File: config.mk
export PLATFORM = sky130hd
export DESIGN_NAME = uart_rx_ctrl_flat
export DESIGN_NICKNAME = d
export VERILOG_FILES = /design/src/rtl/uart_pkg.sv /design/src/rtl/uart_rx_ctrl_if.sv /design/src/rtl/rx_byte_fifo.sv /design/src/rtl/uart_rx_ctrl.sv /design/src/flat_wrapper.sv
export SDC_FILE = /design/constraint.sdc
export NUM_CORES = 1
export LEC_CHECK = 0
export CAP_MARGIN = 40
export CORE_UTILIZATION = 25
export CTS_BUF_LIST = sky130_fd_sc_hd__clkbuf_4 sky130_fd_sc_hd__clkbuf_8 sky130_fd_sc_hd__clkbuf_16
export DETAILED_ROUTE_END_ITERATION = 12
export PLACE_DENSITY = 0.42
export SKIP_LAST_GASP = 1
export SYNTH_ARGS = -nofsm -noshare
export SYNTH_HDL_FRONTEND = slang
export SYNTH_HIERARCHICAL = 1
export SYNTH_SLANG_ARGS = --single-unit
File: constraint.sdc
create_clock -name CLK -period 5.2 [get_ports CLK]
set_input_delay 1.04 -clock CLK [delete_from_list [all_inputs] [get_ports CLK]]
set_output_delay 1.04 -clock CLK [all_outputs]
set_load 0.005 [all_outputs]
File: src/rtl/uart_pkg.sv
// uart_pkg: shared types and constants for the UART receive controller.
// Holds the controller FSM state type, the bytes-per-word constant and the baud divider T.
package uart_pkg;
  typedef enum logic [1:0] {IDLE, GATHER, DONE} rx_ctrl_state_t;
  localparam int BYTES_PER_WORD = 4;
  localparam int T = 868;
endpackage

File: src/rtl/uart_rx_ctrl_if.sv
// uart_rx_ctrl_if: receiver byte strobe plus core read request/ack bus.
// rx_data/rx_valid: byte from the receiver; req/req_word: core read request;
// ack/data: completion pulse and read result. master = receiver/core side, slave = controller.
interface uart_rx_ctrl_if;
  logic [7:0] rx_data;
  logic rx_valid;
  logic req;
  logic req_word;
  logic ack;
  logic [31:0] data;
  modport master(output rx_data, rx_valid, req, req_word, input ack, data);
  modport slave(input rx_data, rx_valid, req, req_word, output ack, data);
endinterface

File: src/rtl/rx_byte_fifo.sv
// rx_byte_fifo: DEPTH x 8 synchronous byte FIFO.
// Ports: CLK, RST_N (async active-low), push/din write side, pop/dout read side,
// level (bytes held), full, empty. Read is first-word-fall-through off the registered array.
module rx_byte_fifo #(
  parameter int DEPTH = 16,
  localparam int AW = $clog2(DEPTH)
) (
  input  logic          CLK,
  input  logic          RST_N,
  input  logic          push,
  input  logic          pop,
  input  logic [7:0]    din,
  output logic [7:0]    dout,
  output logic [AW:0]   level,
  output logic          full,
  output logic          empty
);
  logic [7:0] mem [DEPTH];
  logic [AW:0] wr_q, wr_d, rd_q, rd_d;
  always_comb begin
    wr_d = wr_q + {{AW{1'b0}}, push};
    rd_d = rd_q + {{AW{1'b0}}, pop};
  end
  always_ff @(posedge CLK or negedge RST_N)
    if (!RST_N) begin
      wr_q <= '0;
      rd_q <= '0;
    end else begin
      wr_q <= wr_d;
      rd_q <= rd_d;
    end
  always_ff @(posedge CLK)
    if (push) mem[wr_q[AW-1:0]] <= din;
  // Extra pointer bit distinguishes full from empty when the indices coincide.
  assign level = wr_q - rd_q;
  assign full  = level == (AW+1)'(DEPTH);
  assign empty = level == '0;
  assign dout  = mem[rd_q[AW-1:0]];
endmodule

File: src/rtl/uart_rx_ctrl.sv
// uart_rx_ctrl: buffers received bytes and serves 8/32-bit core reads (big-endian word assembly).
// Ports: CLK, RST_N (async active-low), bus (uart_rx_ctrl_if.slave: rx byte in, req/ack/data),
// ovr_clr (clears overrun), level (FIFO fill), overrun (sticky drop flag),
// rx_count/drop_count (statistics, built only when UART_RX_STATS_EN is defined, else 0).
module uart_rx_ctrl
  import uart_pkg::*;
#(
  parameter int DEPTH = 16,
  localparam int AW = $clog2(DEPTH)
) (
  input  logic            CLK,
  input  logic            RST_N,
  uart_rx_ctrl_if.slave   bus,
  input  logic            ovr_clr,
  output logic [AW:0]     level,
  output logic            overrun,
  output logic [15:0]     rx_count,
  output logic [15:0]     drop_count
);
  rx_ctrl_state_t state_q, state_d;
  logic [2:0] need_q, need_d;
  logic [31:0] asm_q, asm_d, data_q, data_d;
  logic overrun_q, overrun_d;
  logic [7:0] dout;
  logic full, empty, push, pop, drop;
  // A pop in the same cycle frees a slot, so a full FIFO can still accept.
  assign pop  = state_q == GATHER && !empty;
  assign push = bus.rx_valid && (!full || pop);
  assign drop = bus.rx_valid && !push;
  rx_byte_fifo #(.DEPTH(DEPTH)) u_fifo (
    .CLK(CLK), .RST_N(RST_N), .push(push), .pop(pop), .din(bus.rx_data),
    .dout(dout), .level(level), .full(full), .empty(empty)
  );
  always_comb begin
    state_d   = state_q;
    need_d    = need_q;
    asm_d     = asm_q;
    data_d    = data_q;
    overrun_d = drop | (overrun_q & ~ovr_clr);
    case (state_q)
      IDLE: if (bus.req) begin
        state_d = GATHER;
        need_d  = bus.req_word ? 3'(BYTES_PER_WORD) : 3'd1;
        asm_d   = '0;
      end
      GATHER: if (pop) begin
        asm_d  = {asm_q[23:0], dout};
        need_d = need_q - 3'd1;
        // Capture the result on the final pop so data is valid alongside ack.
        if (need_q == 3'd1) begin
          state_d = DONE;
          data_d  = {asm_q[23:0], dout};
        end
      end
      default: state_d = IDLE;
    endcase
  end
  always_ff @(posedge CLK or negedge RST_N)
    if (!RST_N) begin
      state_q   <= IDLE;
      need_q    <= '0;
      asm_q     <= '0;
      data_q    <= '0;
      overrun_q <= 1'b0;
    end else begin
      state_q   <= state_d;
      need_q    <= need_d;
      asm_q     <= asm_d;
      data_q    <= data_d;
      overrun_q <= overrun_d;
    end
  assign bus.ack  = state_q == DONE;
  assign bus.data = data_q;
  assign overrun  = overrun_q;
`ifdef UART_RX_STATS_EN
  logic [15:0] rx_cnt_q, rx_cnt_d, drop_cnt_q, drop_cnt_d;
  always_comb begin
    rx_cnt_d   = rx_cnt_q + {15'd0, bus.rx_valid};
    drop_cnt_d = drop_cnt_q + {15'd0, drop};
  end
  always_ff @(posedge CLK or negedge RST_N)
    if (!RST_N) begin
      rx_cnt_q   <= '0;
      drop_cnt_q <= '0;
    end else begin
      rx_cnt_q   <= rx_cnt_d;
      drop_cnt_q <= drop_cnt_d;
    end
  assign rx_count   = rx_cnt_q;
  assign drop_count = drop_cnt_q;
`else
  assign rx_count   = '0;
  assign drop_count = '0;
`endif
endmodule

File: src/flat_wrapper.sv
// flat-port wrapper written by rule: the top's interface ports become plain ports
module uart_rx_ctrl_flat import uart_pkg::*;
#(
  parameter int DEPTH = 16,
  localparam int AW = $clog2(DEPTH)
)
  (CLK, RST_N, ovr_clr, level, overrun, rx_count, drop_count, bus_rx_data, bus_rx_valid, bus_req, bus_req_word, bus_ack, bus_data);
  uart_rx_ctrl_if bus_i ();
  input  logic CLK;
  input  logic RST_N;
  input  logic ovr_clr;
  output logic [AW:0] level;
  output logic overrun;
  output logic [15:0] rx_count;
  output logic [15:0] drop_count;
  input wire logic [$bits(bus_i.rx_data)-1:0] bus_rx_data;
  input wire logic [$bits(bus_i.rx_valid)-1:0] bus_rx_valid;
  input wire logic [$bits(bus_i.req)-1:0] bus_req;
  input wire logic [$bits(bus_i.req_word)-1:0] bus_req_word;
  output wire logic [$bits(bus_i.ack)-1:0] bus_ack;
  output wire logic [$bits(bus_i.data)-1:0] bus_data;
  assign bus_i.rx_data = bus_rx_data;
  assign bus_i.rx_valid = bus_rx_valid;
  assign bus_i.req = bus_req;
  assign bus_i.req_word = bus_req_word;
  assign bus_ack = bus_i.ack;
  assign bus_data = bus_i.data;
  uart_rx_ctrl #(.DEPTH(DEPTH)) u_core (.CLK(CLK), .RST_N(RST_N), .bus(bus_i), .ovr_clr(ovr_clr), .level(level), .overrun(overrun), .rx_count(rx_count), .drop_count(drop_count));
endmodule
; Word-level counts from Yosys, hierarchy flattened
; Memory sizes are Yosys's and may differ from the RTL's.
; Index checks and enable logic that the tools add are counted.
; Widths: inputs -> output; s select.
[classes]
n_eq_ne = 7
n_addsub = 4
bitwise_logic = 3
n_mux = 13
n_reduce_logical = 13
[ops]
columns = op, n
row1 = $mux 24, 2
row2 = $pmux 24 s2, 1
row3 = $add 5x1->5, 2
row4 = $mux 3, 3
row5 = $reduce_and 3->1, 3
row6 = $mux 2, 3
row7 = $pmux 3 s2, 1
row8 = $eq 5x5->1 const B, 1
row9 = $logic_not 5->1, 1
row10 = $sub 5x5->5, 1
row11 = $ne 2x2->1 const B, 2
row12 = $pmux 2 s2, 1
row13 = $eq 3x1->1 const B, 1
row14 = $logic_and 1x1->1, 3
row15 = $logic_not 1->1, 3
row16 = $sub 3x1->3 const B, 1
row17 = $eq 2x1->1 const B, 1
row18 = $eq 2x2->1 const B, 1
row19 = $logic_not 2->1, 1
row20 = $mux 1, 2
row21 = $ne 2x1->1 const B, 1
row22 = $reduce_bool 2->1, 1
row23 = $and 1x1->1, 1
row24 = $logic_or 1x1->1, 1
row25 = other kinds (2), 2
[totals]
in_bits = 14
word_cells = 48
out_inout_bits = 71
ram_bits = 128
ff_bits = 72
memories = 1
[memory_table]
columns = memory, words, word_bits, read_ports, rd_clocked_by_memory_dff, write_ports, line_no
row1 = u_core.u_fifo.mem, 16, 8, 1, 0, 1, rx_byte_fifo.sv:18  ; logic [7:0] mem [DEPTH];

; Logic depth before layout (Yosys ltp)
[depth]
word_depth = 9
mapped_depth = 14
depth_no_buf = 13

; Cells and area by module
; Netlist, hierarchy kept.
[by_module_without_submodules]
columns = mod, area_each_um2, seq_area_each_um2, cells_per_inst, n_inst
row1 = rx_byte_fifo, 5602.9, 4093.9, 297, 1
row2 = uart_rx_ctrl, 2770.2, 1551.5, 187, 1

; Least setup slack after synthesis
; No wires, ideal clock.
[synth_timing]
kind = register to register
startpoint = reg u_core.u_fifo.wr_q[1]
endpoint = mem u_core.u_fifo.mem[0][0] (enable)
setup_ns = 0.383
setup_slack_ns = 1.156
required_time_ns = 4.817
path_buffers = 1
period_less_slack_ns = 4.044
t_arrival_ns = 3.660
path_stages_with_launch = 12
path_cell_list = dfrtp_1 > clkbuf_1 > inv_1 > fa_1 > xnor2_1 > nand4b_1 > a21o_1 > a22oi_1 > or3b_4 > a21boi_0 > or3b_2 > nor3_1
[synth_between]
elab_chain_cells = 8
word_cells_on_any_way = 10
cone_classes = add/sub (1) / eq/ne (1) / mux (2) / reduce/logical (6)
[synth_lines]
columns = item, line_no
row1 = from (decl), rx_byte_fifo.sv:19  ; logic [AW:0] wr_q, wr_d, rd_q, rd_d;
row2 = from (signal assigned), rx_byte_fifo.sv:29  ; wr_q <= wr_d;
row3 = $sub 5x5->5, rx_byte_fifo.sv:35  ; assign level = wr_q - rd_q;
row4 = via level[2], flat_wrapper.sv:12  ; output logic [AW:0] level;
row5 = $logic_not 5->1, rx_byte_fifo.sv:37  ; assign empty = level == '0;
row6 = via u_core.empty, uart_rx_ctrl.sv:25  ; logic full, empty, push, pop, drop;
row7 = $logic_not 1->1, uart_rx_ctrl.sv:27  ; assign pop = state_q == GATHER && !empty;
row8 = $logic_and 1x1->1, uart_rx_ctrl.sv:27
row9 = $logic_or 1x1->1, uart_rx_ctrl.sv:28  ; assign push = bus.rx_valid && (!full || pop);
row10 = $logic_and 1x1->1, uart_rx_ctrl.sv:28
row11 = via u_core.push, uart_rx_ctrl.sv:25
row12 = $mux 1, rx_byte_fifo.sv:33  ; if (push) mem[wr_q[AW-1:0]] <= din;
row13 = $mux 1 (implied by the code), rx_byte_fifo.sv:33
row14 = to (decl), rx_byte_fifo.sv:18
; The timed path passes the listed nets, and every way through them passes these cells.

; Worst setup path in the final report
[layout_timing]
startpoint = reg u_core.u_fifo.wr_q[0]
endpoint = mem u_core.u_fifo.mem[1][1] (enable)
[layout_between]
elab_chain_cells = 8
word_cells_on_any_way = 10
cone_classes = add/sub (1) / eq/ne (1) / mux (2) / reduce/logical (6)
[layout_lines]
columns = item, line_no
row1 = $sub 5x5->5, rx_byte_fifo.sv:35
row2 = $logic_not 5->1, rx_byte_fifo.sv:37
row3 = via u_core.empty, uart_rx_ctrl.sv:25
row4 = $logic_not 1->1, uart_rx_ctrl.sv:27
row5 = $logic_and 1x1->1, uart_rx_ctrl.sv:27
row6 = $logic_or 1x1->1, uart_rx_ctrl.sv:28
row7 = $logic_and 1x1->1, uart_rx_ctrl.sv:28
row8 = via u_core.push, uart_rx_ctrl.sv:25
row9 = $mux 1, rx_byte_fifo.sv:33
row10 = $mux 1 (implied by the code), rx_byte_fifo.sv:33
; The timed path passes the listed nets, and every way through them passes these cells.

==> metrics <==
switching part of the total power 0.3431; number of cells produced by synthesis 484; slew of the pin with the lowest slew margin 871.3 ps; total setup violations reported at the end of the flow 0; largest net degree at the start of global routing 60; clock period minus final worst setup slack 4424 ps; # diodes 0; signal arrival time at the worst endpoint 4480 ps; combined area of all synthesized cells 0.008373 mm2; Max Freq 0.2260 GHz; starting utilization of the core area 0.2554; clock sink total 200; R2R cell count 11; worst slew slack as a fraction of its limit 0.4173; number of enable flip-flop cells after synthesis 128; Chip Width 185.0 um; Slew Viols, Final 0; via count of the first global-routing pass 4347; global-route congestion overflow total 0; level count of the clock H-tree 4; IO Count 85; part of the total power dissipated in sequential elements 0.388; buffers inserted by post-CTS timing repair 0; number of hold buffers added after cts 0; Synth-to-Final Area Change 17.56%; reg-to-reg critical path endpoint u_core/u_fifo/mem[1][1]; share of power burned in the clock network 0.221; wire length of the first global-routing pass 27590 um; detail-routed via count per cell 4.279; clock transition at the registers of the reported paths 70 ps; unrepaired setup endpoints after global routing false; Clock Tree Root sky130_fd_sc_hd__clkbuf_16; detailed-route wire length 18230 um; count of TritonRoute iterations in the first routing pass 4; setup TNS 0 ps; Core Region 0.03278 mm2; result of the run complete, no violations; sort of element at the end of the critical path flip-flop; Seq/Total Area, Yosys 0.6742; routability cong. 0.8008; Leakage Power 3.664 nW; post-synthesis average cell area 17.30 um2; final cell utilization of the core 0.3002; Synth Register Bits 200; critical path required time 5260 ps; HPWL Detailed 12330 um; crit start category flip-flop; asr flop ratio synth 0.3600; net switching power 2.039 mW; fraction of final layout cells sized beyond drive strength 1 0.1903; max-cap check violation count 0; launch instance of the worst register-to-register path u_core/u_fifo/wr_q[0]; nets 569; detail-routed net length per standard cell 18.25 um; residual DRC count 0; residual antenna-violating net count after detailed routing 0; die height 185.0 um; post-route total power 5.943 mW; power density over the cells 603.8 mW/mm2; aggregate global-route resource usage 0.1119; period utilisation layout 0.8508; die outline area 0.03423 mm2; Peak VDD IR 0.2348 mV; Cell Rows 66; type of the worst min-delay path in -> async; Worst Path Class, Setup reg -> reg; final hold violation count 0; CTS buffer count 17; post-cts gate resize count 0; clock insertion delay at the later pin of the skew report 430 ps; slack of the worst reg-to-reg path 780 ps; post-layout worst setup margin 775.7 ps; most common flop cell mapped by yosys sky130_fd_sc_hd__edfxtp_1; via count 4275; yosys warns 6; Combinational Power Share 0.391; Internal Power 3.904 mW; number of input and output port buffers inserted 52; # fillers 3252; maximum buffer depth of the clock tree 2; worst slack at placement 748.2 ps; number of distinct library cell variants in the gate-level netlist after synthesis 47; antenna violations before repair 0; largest fanout on the critical path 8; Initial DRC Count 270; CTS tree done; worst clock skew 12.86 ps
==> cell usage after synthesis (9+ instances only) <==
cell | count | share of area
sky130_fd_sc_hd__nand3_1 | 10 | 0.0060
sky130_fd_sc_hd__inv_1 | 11 | 0.0049
sky130_fd_sc_hd__a22o_1 | 26 | 0.027
sky130_fd_sc_hd__mux2_4 | 29 | 0.052
sky130_fd_sc_hd__ha_1 | 10 | 0.015
sky130_fd_sc_hd__buf_4 | 36 | 0.032
sky130_fd_sc_hd__mux4_2 | 20 | 0.054
sky130_fd_sc_hd__mux2_2 | 10 | 0.013
sky130_fd_sc_hd__a21o_1 | 9 | 0.0081
sky130_fd_sc_hd__dfrtp_1 | 72 | 0.22
sky130_fd_sc_hd__edfxtp_1 | 128 | 0.46
sky130_fd_sc_hd__nor2_1 | 20 | 0.0090
==> layout make-up <==
cell class              instances  area, um2  share of cell area
well taps                     442      553.0             0.05618
clock buffers                  17      425.4             0.04322
repair buffers                 62      633.1             0.06432
clock inverters                15      171.4             0.01741
inverters                      12      46.29            0.004703
flip-flops and latches        200       5647              0.5737
multi-input cells             251       2367              0.2405
==> cell usage in the layout, fill, tap and decap left out, types with 8 or more instances in the layout <==
cell	count
sky130_fd_sc_hd__edfxtp_1	128
sky130_fd_sc_hd__dfrtp_1	71
sky130_fd_sc_hd__clkdlybuf4s50_1	51
sky130_fd_sc_hd__conb_1	32
sky130_fd_sc_hd__mux2_4	29
sky130_fd_sc_hd__a22o_1	26
sky130_fd_sc_hd__nor2_1	20
sky130_fd_sc_hd__mux4_2	20
sky130_fd_sc_hd__clkbuf_16	17
sky130_fd_sc_hd__inv_1	11
sky130_fd_sc_hd__nand3_1	10
sky130_fd_sc_hd__mux2_2	10
sky130_fd_sc_hd__ha_1	10
sky130_fd_sc_hd__buf_4	9
sky130_fd_sc_hd__a21o_1	9
sky130_fd_sc_hd__a22oi_1	8
==> logic make-up after synthesis <==
family,count (synthesis),synth area share
other cells,1,0.0004479
buf+inv,64,0.05708
mux,71,0.1433
xor+xnor,9,0.009414
flops,200,0.6742
compound gates,72,0.06351
simple gates,56,0.03467
fa+ha+maj,11,0.01733
==> worst max-delay path: stages (launching register included) <==
cell                       delay, ps
sky130_fd_sc_hd__dfrtp_1         470
sky130_fd_sc_hd__inv_1           100
sky130_fd_sc_hd__ha_1            230
sky130_fd_sc_hd__fa_1            410
sky130_fd_sc_hd__xnor2_1         290
sky130_fd_sc_hd__nand4b_1        170
sky130_fd_sc_hd__a21o_1          120
sky130_fd_sc_hd__a22oi_1         150
sky130_fd_sc_hd__or3b_4          440
sky130_fd_sc_hd__a21boi_0        580
sky130_fd_sc_hd__or3b_2          560
sky130_fd_sc_hd__nor2_1          540
==> power by group through the flow <==
stage	clock network [mW]	registers, mW	logic [mW]
2_1_floorplan	0	2.26	1.58
3_5_place_dp	0	2.34	2.36
6_report	1.31	2.30	2.32
5_1_grt	1.42	2.35	2.54
4_1_cts	1.36	2.31	2.37
3_3_place_gp	0	2.34	2.29
==> sequential cells by signal (all words and copies together) (netlist names) <==
signal and count:
u_core/asm_q 24, u_core/bus.data 32, u_core/need_q 3, u_core/overrun 1, u_core/state_q 2, u_core/u_fifo/mem 128, u_core/u_fifo/rd_q 5, u_core/u_fifo/wr_q 5
==> per-layer routing <==
metal,track usage,part of all wire,vias up
met5,0,0,-
met4,0.02777,0.0023,0
met3,0.02753,0.050,2
met2,0.1752,0.47,119
met1,0.1546,0.47,2229
li1,-,-,1925
==> per-stage QoR <==
stage               cells  cell area, um2  hold slack [ps]
floorplan             515            8489            456.1
global placement      965            9191            481.3
detailed placement    967            9246            475.7
CTS                   999            9843            442.5
global route          999            9843            446.6
finish                999            9843            461.9
==> how the worst max path moves through the flow <==
stage | startpoint | endpoint | slack (ps)
global route | u_core/u_fifo/wr_q[0] | u_core/u_fifo/mem[2][4] | 430
CTS | u_core/u_fifo/wr_q[0] | u_core/u_fifo/mem[1][1] | 710
finish | u_core/u_fifo/wr_q[0] | u_core/u_fifo/mem[1][1] | 780
global placement | u_core/u_fifo/wr_q[0] | u_core/u_fifo/mem[1][4] | 990
floorplan | u_core/u_fifo/wr_q[1] | u_core/u_fifo/mem[0][0] | 1160
detailed placement | u_core/u_fifo/wr_q[0] | u_core/u_fifo/mem[1][0] | 750
Power figures use the tool's default switching activity.
